File: config.mk
export PLATFORM = sky130hd
export DESIGN_NAME = bin_to_bcd_param
export DESIGN_NICKNAME = d
export VERILOG_FILES = /design/src/rtl/bin_to_bcd_pkg.sv /design/src/rtl/bcd_add3.sv /design/src/rtl/bin_to_bcd_param.sv
export SDC_FILE = /design/constraint.sdc
export NUM_CORES = 1
export LEC_CHECK = 0
export CAP_MARGIN = 20
export CORE_UTILIZATION = 30
export DETAILED_ROUTE_END_ITERATION = 10
export PLACE_DENSITY = 0.46
export SYNTH_ARGS = -nofsm -noshare
export SYNTH_HDL_FRONTEND = slang
export SYNTH_SLANG_ARGS = --single-unit
File: constraint.sdc
create_clock -name clk -period 2.6 [get_ports clk]
set_input_delay 0.78 -clock clk [delete_from_list [all_inputs] [get_ports clk]]
set_output_delay 0.78 -clock clk [all_outputs]
set_load 0.005 [all_outputs]
File: src/rtl/bin_to_bcd_pkg.sv
// rtl/bin_to_bcd_pkg.sv - shared FSM state type and BCD digit-adjust function
package bin_to_bcd_pkg;

    typedef enum logic [1:0] {
        S_IDLE = 2'd0,
        S_CONV = 2'd1,
        S_DONE = 2'd2
    } state_t;

    // Double-dabble correction: a digit of 5..9 must carry into the next digit after doubling.
    function automatic logic [3:0] add3(input logic [3:0] d);
        return (d >= 4'd5) ? (d + 4'd3) : d;
    endfunction

endpackage

File: src/rtl/bcd_add3.sv
// rtl/bcd_add3.sv - combinational add-3 adjust for one BCD digit
module bcd_add3
    import bin_to_bcd_pkg::*;
(
    input  logic [3:0] d_i,
    output logic [3:0] d_o
);

    assign d_o = add3(d_i);

endmodule

File: src/rtl/bin_to_bcd_param.sv
// rtl/bin_to_bcd_param.sv - sequential double-dabble binary to BCD converter
// Optional two's complement input when BIN_TO_BCD_SIGNED_EN is defined.
module bin_to_bcd_param
    import bin_to_bcd_pkg::*;
#(
    parameter int BIN_W  = 16,
    parameter int DIGITS = 5
) (
    input  logic                  clk,
    input  logic                  rst,
    input  logic                  start,
    input  logic [BIN_W-1:0]      bin,
    output logic                  ready,
    output logic                  done_tick,
    output logic [4*DIGITS-1:0]   bcd,
    output logic                  overflow,
    output logic                  neg
);

    localparam int CNT_W = $clog2(BIN_W + 1);
    localparam int BCD_W = 4 * DIGITS;

    state_t             state_q, state_d;
    logic [BIN_W-1:0]   shift_q, shift_d;
    logic [BCD_W-1:0]   work_q, work_d;
    logic               ovf_q, ovf_d;
    logic               sign_q, sign_d;
    logic [CNT_W-1:0]   cnt_q, cnt_d;
    logic [BCD_W-1:0]   bcd_q, bcd_d;
    logic               overflow_q, overflow_d;
    logic               neg_q, neg_d;

    logic [BCD_W-1:0]   adj;
    logic [BCD_W-1:0]   shifted;
    logic [BIN_W-1:0]   mag;
    logic               bin_neg;

`ifdef BIN_TO_BCD_SIGNED_EN
    // The most negative value negates to itself, which read unsigned is the right magnitude.
    assign bin_neg = bin[BIN_W-1];
    assign mag     = bin_neg ? (~bin + BIN_W'(1)) : bin;
`else
    assign bin_neg = 1'b0;
    assign mag     = bin;
`endif

    for (genvar g = 0; g < DIGITS; g++) begin : g_adj
        bcd_add3 u_add3 (
            .d_i (work_q[4*g +: 4]),
            .d_o (adj[4*g +: 4])
        );
    end

    if (BCD_W > 1) begin : g_shl
        assign shifted = {adj[BCD_W-2:0], shift_q[BIN_W-1]};
    end else begin : g_shl1
        assign shifted = shift_q[BIN_W-1];
    end

    always_comb begin
        state_d    = state_q;
        shift_d    = shift_q;
        work_d     = work_q;
        ovf_d      = ovf_q;
        sign_d     = sign_q;
        cnt_d      = cnt_q;
        bcd_d      = bcd_q;
        overflow_d = overflow_q;
        neg_d      = neg_q;
        case (state_q)
            S_IDLE: begin
                if (start) begin
                    shift_d = mag;
                    work_d  = '0;
                    ovf_d   = 1'b0;
                    sign_d  = bin_neg;
                    cnt_d   = CNT_W'(BIN_W);
                    state_d = S_CONV;
                end
            end
            S_CONV: begin
                work_d  = shifted;
                shift_d = shift_q << 1;
                ovf_d   = ovf_q | adj[BCD_W-1];
                cnt_d   = cnt_q - CNT_W'(1);
                if (cnt_q == CNT_W'(1)) begin
                    bcd_d      = shifted;
                    overflow_d = ovf_q | adj[BCD_W-1];
                    neg_d      = sign_q;
                    state_d    = S_DONE;
                end
            end
            S_DONE:  state_d = S_IDLE;
            default: state_d = S_IDLE;
        endcase
    end

    always_ff @(posedge clk or posedge rst) begin
        if (rst) begin
            state_q    <= S_IDLE;
            shift_q    <= '0;
            work_q     <= '0;
            ovf_q      <= 1'b0;
            sign_q     <= 1'b0;
            cnt_q      <= '0;
            bcd_q      <= '0;
            overflow_q <= 1'b0;
            neg_q      <= 1'b0;
        end else begin
            state_q    <= state_d;
            shift_q    <= shift_d;
            work_q     <= work_d;
            ovf_q      <= ovf_d;
            sign_q     <= sign_d;
            cnt_q      <= cnt_d;
            bcd_q      <= bcd_d;
            overflow_q <= overflow_d;
            neg_q      <= neg_d;
        end
    end

    assign ready     = (state_q == S_IDLE);
    assign done_tick = (state_q == S_DONE);
    assign bcd       = bcd_q;
    assign overflow  = overflow_q;
    assign neg       = neg_q;

endmodule
==> results by group, run 1 <==
Outcome
  – Status: complete, no violations

Route
  – DRT iter0 DRCs: 85
  – Via/cell ratio: 4.75
  – DR WL/cell: 14.6 um
  – Detailed Route WL: 7.52 mm
  – DR vias: 2442
  – Routed Antenna Nets: 0
  – DRC violations left: 0
  – DR pass1 iterations: 4

Finish
  – Area taken by multi-input logic gates: 1470 um2
  – Final #Nets: 404
  – Synthesis-to-finish area growth: 23.2%
  – # fillers: 1112
  – Seq. cell area: 1630 um2
  – Commonest non-fill, non-tap cell in the layout: dfrtp_1
  – Antenna diode count: 0
  – Commonest non-fill, non-tap cells in the layout: dfrtp_1 (65), nand2_1 (46), clkdlybuf4s50_1 (41)
  – Final Util: 38.5%
  – Fin area: 4030 um2
  – Share of cells above drive strength 1: 9.79%

Yosys
  – Synth Cell Area: 3270 um2
  – Syn Nets: 361
  – Synth Area per Inst: 9.91 um2
  – Seq cells post-synth: 65
  – Number of library cell types mapped by synthesis: 35
  – Synth warnings: 0
  – Mapped Cells: 330
  – Sequential-to-total area share from yosys stat: 49.7%

Power
  – Peak VDD IR: 0.000336 V
  – Cell Pwr Density: 1120 nW/um2
  – Pleak: 0.00178 uW

Job
  – Number of max-cap violations: 0

Global route
  – First-pass GRT wire length: 12.7 mm
  – All-layer global routing usage: 14.9%
  – Largest net degree at the start of global routing: 32
  – Vias in the first global route: 2486
  – Initial antenna violation count: 0
  – Aggregate global routing overflow: 0

Floorplan
  – FP Rows: 37
  – Chip width: 106 um
  – Ports: 43
  – Die ar.: 11300 um2
  – Initial Util: 31.3%
  – Die H: 106 um
  – Core area: 10500 um2

Setup path
  – Data required, critical path: 1.82 ns
  – Crit path max fanout: 3
  – Crit path capture type: output port
  – CP Launch Type: register
  – Worst Path Arrival: 1.37 ns
  – Setup CP Type: reg2out
  – R2r setup slk: 0.63 ns

Clocking
  – Max H-tree Level: 3
  – Worst skew pair latency: 0.35 ns
  – CTS max path bufs: 2
  – CTS tree: yes
  – Clock-pin slew on the worst setup and hold paths: 0.07 ns
  – CTS sink cnt: 65
  – Hold buffers post-CTS: 0
  – Root Driver: clkbuf_8
  – Post-CTS sizing: 0
  – Setup Buffers After CTS: 0
  – Number of CTS-inserted buffers: 9

Place
  – HPWL after detailed placement: 4.93 mm
  – GPL Wtd Cong: 0.744
  – Placed cell areas: 3840 um2
  – Port buffer count: 41

Hold path
  – Worst hold-check path type: reg2reg

STA
  – RSZ-0062 raised after global routing: false
  – Setup violators final: 0
  – Tmin final: 2.15 ns
  – Max Fclk: 465 MHz
  – Final TNS setup: 0 ns
  – Final hold violations: 0
  – Worst Clk Skew: 0.00661 ns
  – Slew Limit Fails: 0
  – Final period util: 82.8%
==> worst paths after layout <==
check	startpoint	endpoint	depth (start not counted)
setup reg to reg	state_q[0]$_DFFE_PP0P_	bcd[6]$_DFFE_PP0P_	5
hold / removal	bcd[1]$_DFFE_PP0P_	bcd[1]$_DFFE_PP0P_	2
max in group asynchronous	rst	shift_q[15]$_DFFE_PP0P_	3
setup / recovery	state_q[1]$_DFFE_PP0P_	done_tick	2
min in group asynchronous	rst	shift_q[5]$_DFFE_PP0P_	2
hold reg to reg	bcd[1]$_DFFE_PP0P_	bcd[1]$_DFFE_PP0P_	2
==> synth_stat cells (all sizes together) <==
library cell | n | share of area (%)
a21oi | 30 | 4.6
a22o | 7 | 1.9
a22oi | 14 | 3.2
a2bb2oi | 1 | 0.27
a311oi | 1 | 0.27
a41oi | 1 | 0.27
and2b | 3 | 0.69
and3b | 1 | 0.27
buf | 12 | 2.9
clkbuf | 6 | 0.69
conb | 1 | 0.11
dfrtp | 65 | 50
ha | 12 | 4.6
inv | 14 | 1.8
mux2 | 5 | 2.3
mux2i | 5 | 1.5
nand2 | 46 | 5.3
nand2b | 8 | 1.8
nand3 | 2 | 0.31
nand3b | 1 | 0.61
nor2 | 8 | 0.92
nor2b | 15 | 3.3
nor3 | 1 | 0.15
nor3b | 10 | 2.3
o21ai | 54 | 8.4
o21bai | 1 | 0.34
or4 | 1 | 0.23
xnor2 | 5 | 1.3
==> cell type report <==
class / count / area share [%]
clock inverters: 2 / 0.248
flip-flops and latches: 65 / 40.3
inverters: 14 / 1.43
multi-input cells: 233 / 36.4
repair buffers: 50 / 12.8
well taps: 136 / 4.22
clock buffers: 14 / 4.53
==> stage by stage <==
stage	worst slack [ns]	total power, uW	cells	hold slack [ns]
after global placement	0.394	3700	498	0.464
after CTS	0.413	4590	514	0.485
after floorplan	0.194	3030	330	0.451
final	0.448	4520	514	0.481
after detailed placement	0.287	3730	498	0.469
after global routing	0.364	4920	514	0.513
==> critical path, stage by stage (launching register included) <==
cell             delay [ns]
dfrtp_1                0.39
nor2b_1                0.14
clkdlybuf4s50_1        0.50
==> per-layer routing <==
layer  routed length, um  track usage [%]  up-vias
li1                    -                -     1228
met1                3780             20.1     1171
met2                3410             22.6       33
met3                 180             2.39       10
met4                 143             8.22        0
met5                   0                0        -
==> registers in the layout (all words and copies together) (netlist names) <==
register,count
work_q,20
bcd,20
shift_q,16
ovf_q,1
state_q,2
overflow,1
cnt_q,5
==> kinds of logic after synthesis <==
| family | Yosys count | share of synthesized area, % |
|---|---|---|
| adder cells (fa/ha/maj) | 12 | 4.59 |
| other | 1 | 0.115 |
| AND/OR/NAND/NOR | 96 | 15.8 |
| flip-flops | 65 | 49.7 |
| XOR/XNOR | 5 | 1.34 |
| AO/OA/AOI/OAI | 109 | 19.2 |
| multiplexers | 10 | 3.82 |
| buffers and inverters | 32 | 5.39 |
==> power by group <==
| part | switching (uW) | internal (uW) |
|---|---|---|
| combinational | 958 | 963 |
| clock | 381 | 448 |
| sequential | 327 | 1440 |
| total | 1670 | 2850 |
No activity file was read; power rests on OpenSTA's default activity.
==> run 2: changes to the inputs <==
Clock period 2.6 ns to 2.02 ns, I/O delays scaled along.
==> results by group, run 2 (synthesis results as in run 1) <==
Setup path
  – Family with the most delay on the worst path: buffers and inverters (unchanged)
  – Slowest cell delay on critical path: 0.51 ns (was 0.50 ns)
  – Setup CP Type: reg2out (unchanged)
  – Worst Path Arrival: 1.20 ns (was 1.37 ns)
  – CP Launch Type: register (unchanged)
  – Crit path max fanout: 2 (was 3)
  – CP cell instances: clkdlybuf4s50_1 (was nor2b_1 > clkdlybuf4s50_1)
  – Crit path max-delay cell type: clkdlybuf4s50_1 (unchanged)
  – Crit path capture type: output port (unchanged)
  – WP buf/inv: 1 (unchanged)
  – Data required, critical path: 1.41 ns (was 1.82 ns)

Route
  – DR WL/cell: 14.3 um (was 14.6 um)
  – DRT iter0 DRCs: 91 (was 85)
  – DR vias: 2506 (was 2442)
  – DRC violations left: 0 (unchanged)
  – DR pass1 iterations: 4 (unchanged)
  – Detailed Route WL: 7.38 mm (was 7.52 mm)
  – Via/cell ratio: 4.87 (was 4.75)
  – Routed Antenna Nets: 0 (unchanged)

Place
  – Placed cell areas: 3840 um2 (about the same)
  – GPL Wtd Cong: 0.754 (was 0.744)
  – Placed insts: 499 (was 498)
  – Port buffer count: 41 (unchanged)
  – HPWL after detailed placement: 4.83 mm (was 4.93 mm)

Finish
  – Share of cells above drive strength 1: 10.6% (was 9.79%)
  – Commonest non-fill, non-tap cell in the layout: dfrtp_1 (unchanged)
  – Commonest non-fill, non-tap cells in the layout: dfrtp_1 (64), nand2_1 (46), clkdlybuf4s50_1 (39) (was dfrtp_1 (65), nand2_1 (46), clkdlybuf4s50_1 (41))
  – Fin area: 4090 um2 (was 4030 um2)
  – Antenna diode count: 0 (unchanged)
  – Non-filler cells, final: 515 (was 514)
  – Synthesis-to-finish area growth: 24.9% (was 23.2%)
  – # fillers: 1067 (was 1112)
  – Area taken by multi-input logic gates: 1480 um2 (was 1470 um2)
  – Seq. cell area: 1630 um2 (about the same)
  – Final #Nets: 406 (was 404)

Clocking
  – Number of CTS-inserted buffers: 9 (unchanged)
  – CTS tree: yes (unchanged)
  – CTS max path bufs: 2 (unchanged)
  – Hold buffers post-CTS: 0 (unchanged)
  – Max H-tree Level: 3 (unchanged)
  – Clock-pin slew on the worst setup and hold paths: 0.07 ns (about the same)
  – CTS sink cnt: 65 (unchanged)
  – Root Driver: clkbuf_8 (unchanged)
  – Worst skew pair latency: 0.34 ns (was 0.35 ns)

Global route
  – Largest net degree at the start of global routing: 38 (was 32)
  – Aggregate global routing overflow: 0 (unchanged)
  – All-layer global routing usage: 14.1% (was 14.9%)
  – Initial antenna violation count: 0 (unchanged)
  – First-pass GRT wire length: 12.2 mm (was 12.7 mm)
  – Vias in the first global route: 2426 (was 2486)

STA
  – Tmin final: 1.81 ns
  – Slew Limit Fails: 0 (unchanged)
  – Setup violators final: 0 (unchanged)
  – RSZ-0062 raised after global routing: false (unchanged)
  – Worst Clk Skew: 0.0125 ns (was 0.00661 ns)
  – Max Fclk: 554 MHz
  – Final TNS setup: 0 ns (unchanged)
  – Final Hold Slack: 0.477 ns (was 0.481 ns)
  – Final hold violations: 0 (unchanged)
  – Final period util: 89.4%

Hold path
  – Worst hold-check path type: reg2reg (unchanged)

Floorplan
  – Ports: 43 (unchanged)
  – Die H: 106 um (unchanged)
  – Chip width: 106 um (unchanged)
  – Core area: 10500 um2 (unchanged)
  – Initial Util: 31.3% (unchanged)
  – Die ar.: 11300 um2 (unchanged)
  – FP Rows: 37 (unchanged)

Power
  – Peak VDD IR: 0.000495 V (was 0.000336 V)
  – Cell Pwr Density: 1480 nW/um2 (was 1120 nW/um2)
  – Total Power: 6070 uW (was 4520 uW)
  – Pleak: 0.00182 uW (was 0.00178 uW)

Job
  – Number of max-cap violations: 0 (unchanged)

Outcome
  – Status: complete, no violations (unchanged)
-- run 2: layer usage --
metal  up-vias  wire length, um  track usage, %
li1       1232                -               -
met1      1233             3770            19.1
met2        35             3340            21.7
met3         6              193            3.43
met4         0               79            5.19
met5         -                0               0
-- run 2: layout make-up --
class,instances,share of cell area [%]
well taps,136,4.16
clock buffers,13,4.13
multi-input cells,233,36.1
repair buffers,52,12.8
inverters,14,1.50
flip-flops and latches,65,39.8
clock inverters,2,1.47
-- run 2: through the flow --
stage / setup slack [ns] / utilization [%]
global placement: 0.0843 / 36.7
CTS: 0.00317 / 39.0
floorplan: 0.526 / -
detailed placement: 0.0432 / 36.7
global route: 0.152 / 39.1
finish: 0.214 / 39.1
-- run 2: power by group --
group	internal, uW	total, uW	switching [uW]
clock network	791	1290	497
logic	1260	2510	1240
registers	1850	2270	422
-- run 2: path summary, 6_finish.rpt --
kind	from	end	slack (ns)	cells past startpoint
max	bcd[6]$_DFFE_PP0P_	bcd[6]	0.21	1
min	bcd[0]$_DFFE_PP0P_	bcd[0]$_DFFE_PP0P_	0.48	2
max reg2reg	state_q[1]$_DFFE_PP0P_	bcd[18]$_DFFE_PP0P_	0.34	5
min reg2reg	bcd[0]$_DFFE_PP0P_	bcd[0]$_DFFE_PP0P_	0.48	2
max in group asynchronous	rst	state_q[0]$_DFFE_PP0P_	0.90	3
min in group asynchronous	rst	bcd[2]$_DFFE_PP0P_	0.61	2
-- run 2: what timing repair did --
| action | 4_1_cts | 5_1_grt |
|---|---|---|
| setup endpoints to repair | 2 | 2 |
| buffers inserted | 1 | 0 |
| gates cloned | 0 | 0 |
| pin swaps | 0 | 0 |
| hold endpoints to repair | 0 | 0 |
| gates resized for setup | 1 | 4 |
